`src/rtl/b_bus_reg_bank.sv`:
```
// Register bank with a registered B-bus read port, a C-bus write port and a
// per-register increment path. Unmapped or masked selects are ignored and flagged on sel_err.
module b_bus_reg_bank #(
  parameter int                 WIDTH    = 16,
  parameter int                 NREGS    = 7,
  parameter int                 SEL_W    = 3,
  parameter logic [NREGS-1:0]   INC_MASK = 7'b0000001
) (
  input  logic             clk,
  input  logic             rst_n,
  input  logic             b_en,
  input  logic [SEL_W-1:0] b_sel,
  input  logic             wr_en,
  input  logic [SEL_W-1:0] wr_sel,
  input  logic [WIDTH-1:0] wr_data,
  input  logic             inc_en,
  input  logic [SEL_W-1:0] inc_sel,
  output logic [WIDTH-1:0] B_bus,
  output logic             b_valid,
  output logic             sel_err
);

  logic [WIDTH-1:0] regs      [NREGS];
  logic [WIDTH-1:0] regs_next [NREGS];
  logic [NREGS-1:0] wr_hit;
  logic [NREGS-1:0] inc_hit;
  logic [NREGS-1:0] b_hit;
  logic [WIDTH-1:0] b_next;
  logic             b_ok;
  logic             any_bad;

  // One-hot decodes only cover mapped registers, so an empty decode means a bad select.
  always_comb begin
    wr_hit  = '0;
    inc_hit = '0;
    b_hit   = '0;
    for (int i = 0; i < NREGS; i++) begin
      wr_hit[i]  = wr_en && (wr_sel == SEL_W'(i));
      inc_hit[i] = inc_en && (inc_sel == SEL_W'(i)) && INC_MASK[i];
      b_hit[i]   = b_en && (b_sel == SEL_W'(i));
    end
  end

  always_comb begin
    for (int i = 0; i < NREGS; i++) begin
      regs_next[i] = regs[i];
      if (wr_hit[i]) begin
        regs_next[i] = wr_data;
      end else if (inc_hit[i]) begin
        regs_next[i] = regs[i] + WIDTH'(1);
      end
    end
  end

  // The read port samples the next-state value so same-cycle writes/increments forward.
  always_comb begin
    b_next = '0;
    for (int i = 0; i < NREGS; i++) begin
      if (b_hit[i]) begin
        b_next = regs_next[i];
      end
    end
  end

  assign b_ok    = |b_hit;
  assign any_bad = (wr_en && !(|wr_hit)) || (inc_en && !(|inc_hit)) || (b_en && !b_ok);

  always_ff @(posedge clk or negedge rst_n) begin
    if (!rst_n) begin
      for (int i = 0; i < NREGS; i++) begin
        regs[i] <= '0;
      end
    end else begin
      for (int i = 0; i < NREGS; i++) begin
        regs[i] <= regs_next[i];
      end
    end
  end

  always_ff @(posedge clk or negedge rst_n) begin
    if (!rst_n) begin
      B_bus   <= '0;
      b_valid <= 1'b0;
      sel_err <= 1'b0;
    end else begin
      if (b_ok) begin
        B_bus <= b_next;
      end
      b_valid <= b_ok;
      sel_err <= any_bad;
    end
  end

endmodule

```
`config.mk`:
```
export PLATFORM = sky130hd
export DESIGN_NAME = b_bus_reg_bank
export DESIGN_NICKNAME = d
export VERILOG_FILES = /design/src/rtl/b_bus_reg_bank.sv
export SDC_FILE = /design/constraint.sdc
export NUM_CORES = 1
export LEC_CHECK = 0
export ABC_AREA = 1
export BUFFER_PORTS_ARGS = -buffer_cell sky130_fd_sc_hd__buf_2
export CAP_MARGIN = 30
export CORE_UTILIZATION = 52
export CTS_CLUSTER_SIZE = 25
export DETAILED_ROUTE_END_ITERATION = 10
export PLACE_DENSITY = 0.71
export SLEW_MARGIN = 20
export SYNTH_ARGS = -nofsm -noshare
export SYNTH_HDL_FRONTEND = slang
export SYNTH_SLANG_ARGS = --single-unit
export TNS_END_PERCENT = 5
```
`constraint.sdc`:
```
create_clock -name clk -period 2.2 [get_ports clk]
set_clock_uncertainty 0.15 [all_clocks]
set_input_delay 0.11 -clock clk [delete_from_list [all_inputs] [get_ports clk]]
set_output_delay 0.11 -clock clk [all_outputs]
set_load 0.05 [all_outputs]
```
==> results of run 1 <==
logic make-up (layout without fill, tap and decap cells):
group,Yosys count,count (layout)
compound gates,120,120
xor+xnor,5,5
fa+ha+maj,1,1
buf+inv,103,195
flops,130,130
simple gates,386,386
sequential cells by signal, summed over array words and instances (netlist names):
register and flops:
regs 112, b_valid 1, sel_err 1, B_bus 16
cell usage after synthesis (2+ instances only):
master / count
nand4_1: 37
dfrtp_1: 130
nor2_2: 3
buf_4: 3
o21bai_1: 2
o21a_1: 5
o211ai_1: 5
o21ai_0: 40
a21oi_1: 7
o21ai_1: 56
buf_1: 4
clkbuf_1: 17
a21boi_0: 3
and2_1: 2
inv_2: 6
nand3_1: 23
nor2_1: 40
nor3_1: 3
xor2_1: 3
nand2_1: 265
nor3_2: 5
inv_1: 68
nand3b_1: 3
nor4_4: 3
xnor2_1: 2
buf_2: 5
final timing paths:
path / startpoint / end
setup / recovery: wr_sel[2] / sel_err$_DFF_PN0_
hold / removal: rst_n / regs[94]$_DFF_PN0_
setup reg to reg: regs[96]$_DFF_PN0_ / B_bus[4]$_DFFE_PN0P_
hold reg to reg: regs[33]$_DFF_PN0_ / regs[33]$_DFF_PN0_
max in group asynchronous: rst_n / regs[32]$_DFF_PN0_
min in group clk: b_en / B_bus[12]$_DFFE_PN0P_
routing by layer:
metal | up-vias | GRT usage | wire, microns
li1 | 2570 | - | -
met1 | 2551 | 0.399 | 7200
met2 | 201 | 0.477 | 7810
met3 | 38 | 0.0747 | 1260
met4 | 0 | 0.121 | 403
met5 | - | 0 | 0
final cells by class:
| type | count | area (sq um) | share of cell area |
|---|---|---|---|
| tap | 143 | 179 | 0.0241 |
| clock inverter | 13 | 231 | 0.0312 |
| timing repair buffer | 89 | 638 | 0.0860 |
| inverter | 74 | 278 | 0.0374 |
| multi-input combinational | 512 | 2390 | 0.322 |
| sequential | 130 | 3250 | 0.438 |
| clock buffer | 19 | 453 | 0.0610 |
power by group:
part / leakage, nW / internal [mW] / switching (mW)
Combinational: 1.73 / 0.460 / 0.992
Sequential: 1.59 / 2.86 / 0.219
Clock: 0.317 / 2.18 / 1.06
repair_timing:
action | in CTS | in global routing
hold endpoints to repair | 221 | 0
hold buffers | 24 | 0
resized for setup | 0 | 0
critical path, cell delays in order:
cell,delay [ps]
dlygate4sd3_1,530
buf_2,130
nand2_1,50
inv_1,70
nand3_1,60
dlygate4sd3_1,540
o211ai_1,100
dlygate4sd3_1,600
cells in the final DEF (no fill, tap or decap), drive strengths merged, types with 2 or more instances in the layout:
cell | Yosys | final
nand2 | 266 | 266
dfrtp | 130 | 130
o21ai | 96 | 96
inv | 74 | 74
buf | 12 | 65
nor2 | 43 | 43
nand4 | 37 | 37
dlygate4sd3 | 0 | 24
nand3 | 24 | 24
clkbuf | 17 | 19
nor3 | 8 | 8
a21oi | 7 | 7
bufinv | 0 | 6
o21a | 5 | 5
o211ai | 5 | 5
clkinvlp | 0 | 5
a21boi | 3 | 3
xor2 | 3 | 3
nor4 | 3 | 3
nand3b | 3 | 3
and2 | 2 | 2
o21bai | 2 | 2
xnor2 | 2 | 2
clkinv | 0 | 2
stage by stage:
step	hold slack, ps	power, mW	util
after floorplan	-336	4.07	-
after global placement	-44.9	4.45	0.571
after detailed placement	-36.8	4.51	0.571
after CTS	54.1	7.80	0.653
after global routing	105	8.12	0.653
final	47.9	7.78	0.653
==> reports/metrics.yaml, run 1 <==
clock_tree:
  htreeDepth: 4
  cts_root_buffer: "clkbuf_16"
  numCtsBuffers: 17
  cts.sinks: 130
  clk_latency_ps: 420
  clk_transition_reported_paths_ps: 60
  cts_buffer_depth: 2
  cts_setup_buffers: 0
  cts_tree: "built"
synth:
  postSynthAreaPerCell_sq_um: 8.11
  ys_seq_area_frac: 0.538
  async_flop_share: 1.00
  synth-xor-area-share: 0.00724
  synth_top_area_cell: "dfrtp_1"
  synth_fa_ha_area_frac: 0.00207
  synth_edf_count: 0
  synthMuxAreaShare: 0
  synth_cell_types: 31
  synth_top_area_frac: 0.538
  yosys_warnings: 0
  synthFlopType: "dfrtp_1"
  yosys.area_share.simple: 0.280
  syn_nets: 776
  ys_seq_elements: 130
  synth_compound_area_frac: 0.106
  synth_area_leaders: "dfrtp_1, nand2_1, o21ai_1"
  syn-cell-area_sq_um: 6040
  synth_cells: 745
  synth_top_family_by_area: "simple AND/OR/NAND/NOR gates"
cells_and_area:
  final_cell_area_sq_um: 7420
  n_antenna_cell: 0
  syn_to_final_growth_pct: 22.7
  fill_cells: 978
  drive_gt1_frac: 0.139
  nets: 855
  stdcell_count: 980
status:
  outcome: "finished clean"
place:
  postPlaceCellArea_sq_um: 6490
  routabilityCongestion: 0.906
  dp.cells: 924
  place_ws_ps: 257
  dp_hpwl_microns: 10500
  port_buffers: 47
run:
  cap_violations: 0
worst_setup_path:
  crit_type: "input pin to flip-flop"
  end_kind: "flip-flop"
  critPathRequiredTime_ps: 2340
  worstPathArrival_ps: 2200
  rr_worst_depth: 11
  ff2ff_setup_slack_ps: 240
  worst_setup_path_start_kind: "input pin"
  path_max_fanout: 4
global_route:
  grt_pass1_vias: 5266
  grt_pass1_wl_microns: 26500
  grt_max_degree: 51
  grt_util_all_layers: 0.302
  grt_overflow_total: 0
  antenna_found_initial: 0
timing:
  setup_tns_ps: 0
  finalCriticalPeriod_ps: 2060
  rsz0062_at_grt: "no"
  hold_violations: 0
  post-route-period-util: 0.935
  setup_viol: 0
  fmax_mhz: 486
  slew_violations: 0
  worst_slack_ps: 142
  worst_pin_slew_ps: 499
  relSlewSlack: 0.667
floorplanning:
  rows: 39
  die-area_sq_um: 12100
  die_width_microns: 110
  io_pins: 48
  die_y_microns: 110
  start_util: 0.532
  core_area_sq_um: 11400
routing:
  wl_microns: 16700
  first_pass_iters: 8
  drcViolationCount: 0
  avgViaCountPerCell: 5.47
  vias: 5360
  postRouteAntennaNets: 0
  wire_per_inst_microns: 17.0
  drt_iter0_drc: 361
power_and_ir_drop:
  peakVddDrop_v: 0.000622
  p_per_area_nw_per_um2: 1050
  p_leak_nw: 3.64
worst_hold_path:
  hold_path.class: "input pin to async pin"
Power figures use the tool's default switching activity.
==> inputs of run 2 (changes only) <==
- CORE_MARGIN: default -> 1
- CORE_UTILIZATION: 52 -> 60
- CTS_CLUSTER_SIZE: 25 -> default
- PLACE_DENSITY: 0.71 -> 0.8
==> reports/metrics.yaml, run 2 (synthesized netlist as in run 1, its figures left out) <==
power_and_ir_drop:
  switching_share: 0.312
  pwr-share-clk: 0.380
  comb_power_share: 0.203
  p_seq_frac: 0.418
  power_mw: 7.39
  p_leak_nw: 3.65
  peakVddDrop_v: 0.000889
  p_switching_mw: 2.30
  p_per_area_nw_per_um2: 996
  p_int_mw: 5.09
worst_setup_path:
  crit_start: "inc_sel[0]"
  end_kind: "flip-flop"
  worstPathArrival_ps: 2380
  worst_setup_path_start_kind: "input pin"
  rr_startpoint: "regs[100]$_DFF_PN0_"
  path_max_fanout: 2
  rr_worst_depth: 11
  crit_type: "input pin to flip-flop"
  critPathRequiredTime_ps: 2460
clock_tree:
  cts_buffer_depth: 2
  cts_root_buffer: "clkbuf_8"
  clk_transition_reported_paths_ps: 60
  cts.sinks: 130
  clk_latency_ps: 530
  htreeDepth: 4
  numCtsBuffers: 17
  cts_tree: "built"
routing:
  vias: 5610
  top_layer: "met4"
  wl_met1_microns: 7010
  postRouteAntennaNets: 0
  drt_iter0_drc: 680
  first_pass_iters: 5
  wire_per_inst_microns: 17.4
  avgViaCountPerCell: 5.73
  drcViolationCount: 0
  met2_length_microns: 7800
  wl_microns: 17100
  met3_length_microns: 1710
floorplanning:
  start_util: 0.618
  die_width_microns: 102
  io_pins: 48
  core_area_sq_um: 9770
  die_y_microns: 102
  die-area_sq_um: 10500
  rows: 36
timing:
  whs_ps: 106
  rsz0062_at_grt: "no"
  relSlewSlack: 0.697
  worst_pin_slew_ps: 450
  post-route-period-util: 0.966
  slew_violations: 0
  fmax_mhz: 471
  setup_viol: 0
  setup_tns_ps: 0
  finalCriticalPeriod_ps: 2120
  hold_violations: 0
cells_and_area:
  final_common_cell: "nand2_1"
  max_flop_register: "regs"
  nets: 864
  stdcell_count: 979
  largestRegisters: "regs (112), B_bus (16)"
  syn_to_final_growth_pct: 22.8
  largest_register_ffs: 112
  drive_gt1_frac: 0.137
  postLayoutCoreUtil: 0.759
  n_antenna_cell: 0
  final_cell_mix: "nand2_1, dfrtp_1, inv_1"
worst_hold_path:
  hold_path.class: "input pin to flip-flop"
  whs_path_depth: 7
  worstHoldStart: "inc_sel[1]"
global_route:
  grt_max_degree: 56
  grt_overflow_total: 0
  antenna_found_initial: 0
  grt_util_all_layers: 0.356
  grt_pass1_wl_microns: 27200
  grt_pass1_vias: 5544
place:
  dp.cells: 914
  port_buffers: 47
  dp_hpwl_microns: 10500
  routabilityCongestion: 0.909
run:
  cap_violations: 0
status:
  outcome: "finished clean"
run 2: cell count changes in the layout (fill, tap and decap cells not counted), sizes merged:
cell,before,now
dlygate4sd3,24,32
clkinv,2,6
bufinv,6,3
buf,65,66
clkinvlp,5,4
run 2: final timing paths:
kind	end	slack [ps]
max	sel_err$_DFF_PN0_	80
min	regs[104]$_DFF_PN0_	110
max reg2reg	B_bus[11]$_DFFE_PN0P_	190
min reg2reg	regs[33]$_DFF_PN0_	330
max in group asynchronous	regs[87]$_DFF_PN0_	1070
min in group asynchronous	regs[80]$_DFF_PN0_	540
run 2: layout make-up:
cell class	instances	area (sq um)
Tap cell	133	166
Fill cell	684	2350
Timing Repair Buffer	98	746
Inverter	74	278
Clock inverter	13	161
Clock buffer	19	432
Sequential cell	130	3250
Multi-Input combinational cell	512	2390
run 2: through the flow:
step                      area [sq um]  setup WS (ps)
after floorplan                   6040            529
after global placement            6480            314
after detailed placement          6480            240
after CTS                         7420           90.8
after global routing              7420          0.157
final                             7420           75.9
run 2: layer usage:
metal | vias to the layer above | global-route usage
met5 | - | 0
met4 | 0 | 0.176
met3 | 63 | 0.0992
met2 | 296 | 0.538
met1 | 2662 | 0.478
li1 | 2589 | -
run 2: critical path, stage by stage:
cell and delay, ps:
dlygate4sd3_1 530, buf_2 120, nor2_1 130, dlygate4sd3_1 570
nand2_1 50, nand2_1 140, o211ai_1 140, dlygate4sd3_1 590
run 2: power by group through the flow:
stage | Sequential [mW] | Clock, mW | Combinational [mW]
after floorplan | 3.29 | 0 | 0.777
after global placement | 3.09 | 0 | 1.36
after detailed placement | 3.11 | 0 | 1.40
after CTS | 3.08 | 2.82 | 1.48
after global routing | 3.13 | 2.92 | 1.66
final | 3.09 | 2.81 | 1.50
run 2: timing repair:
item                                    in CTS  in global routing
hold endpoints to repair                   257                  0
hold buffers                                33                  0
setup buffers                                0                  0
resized for setup                            0                  2
endpoints found under the setup margin       0                  2
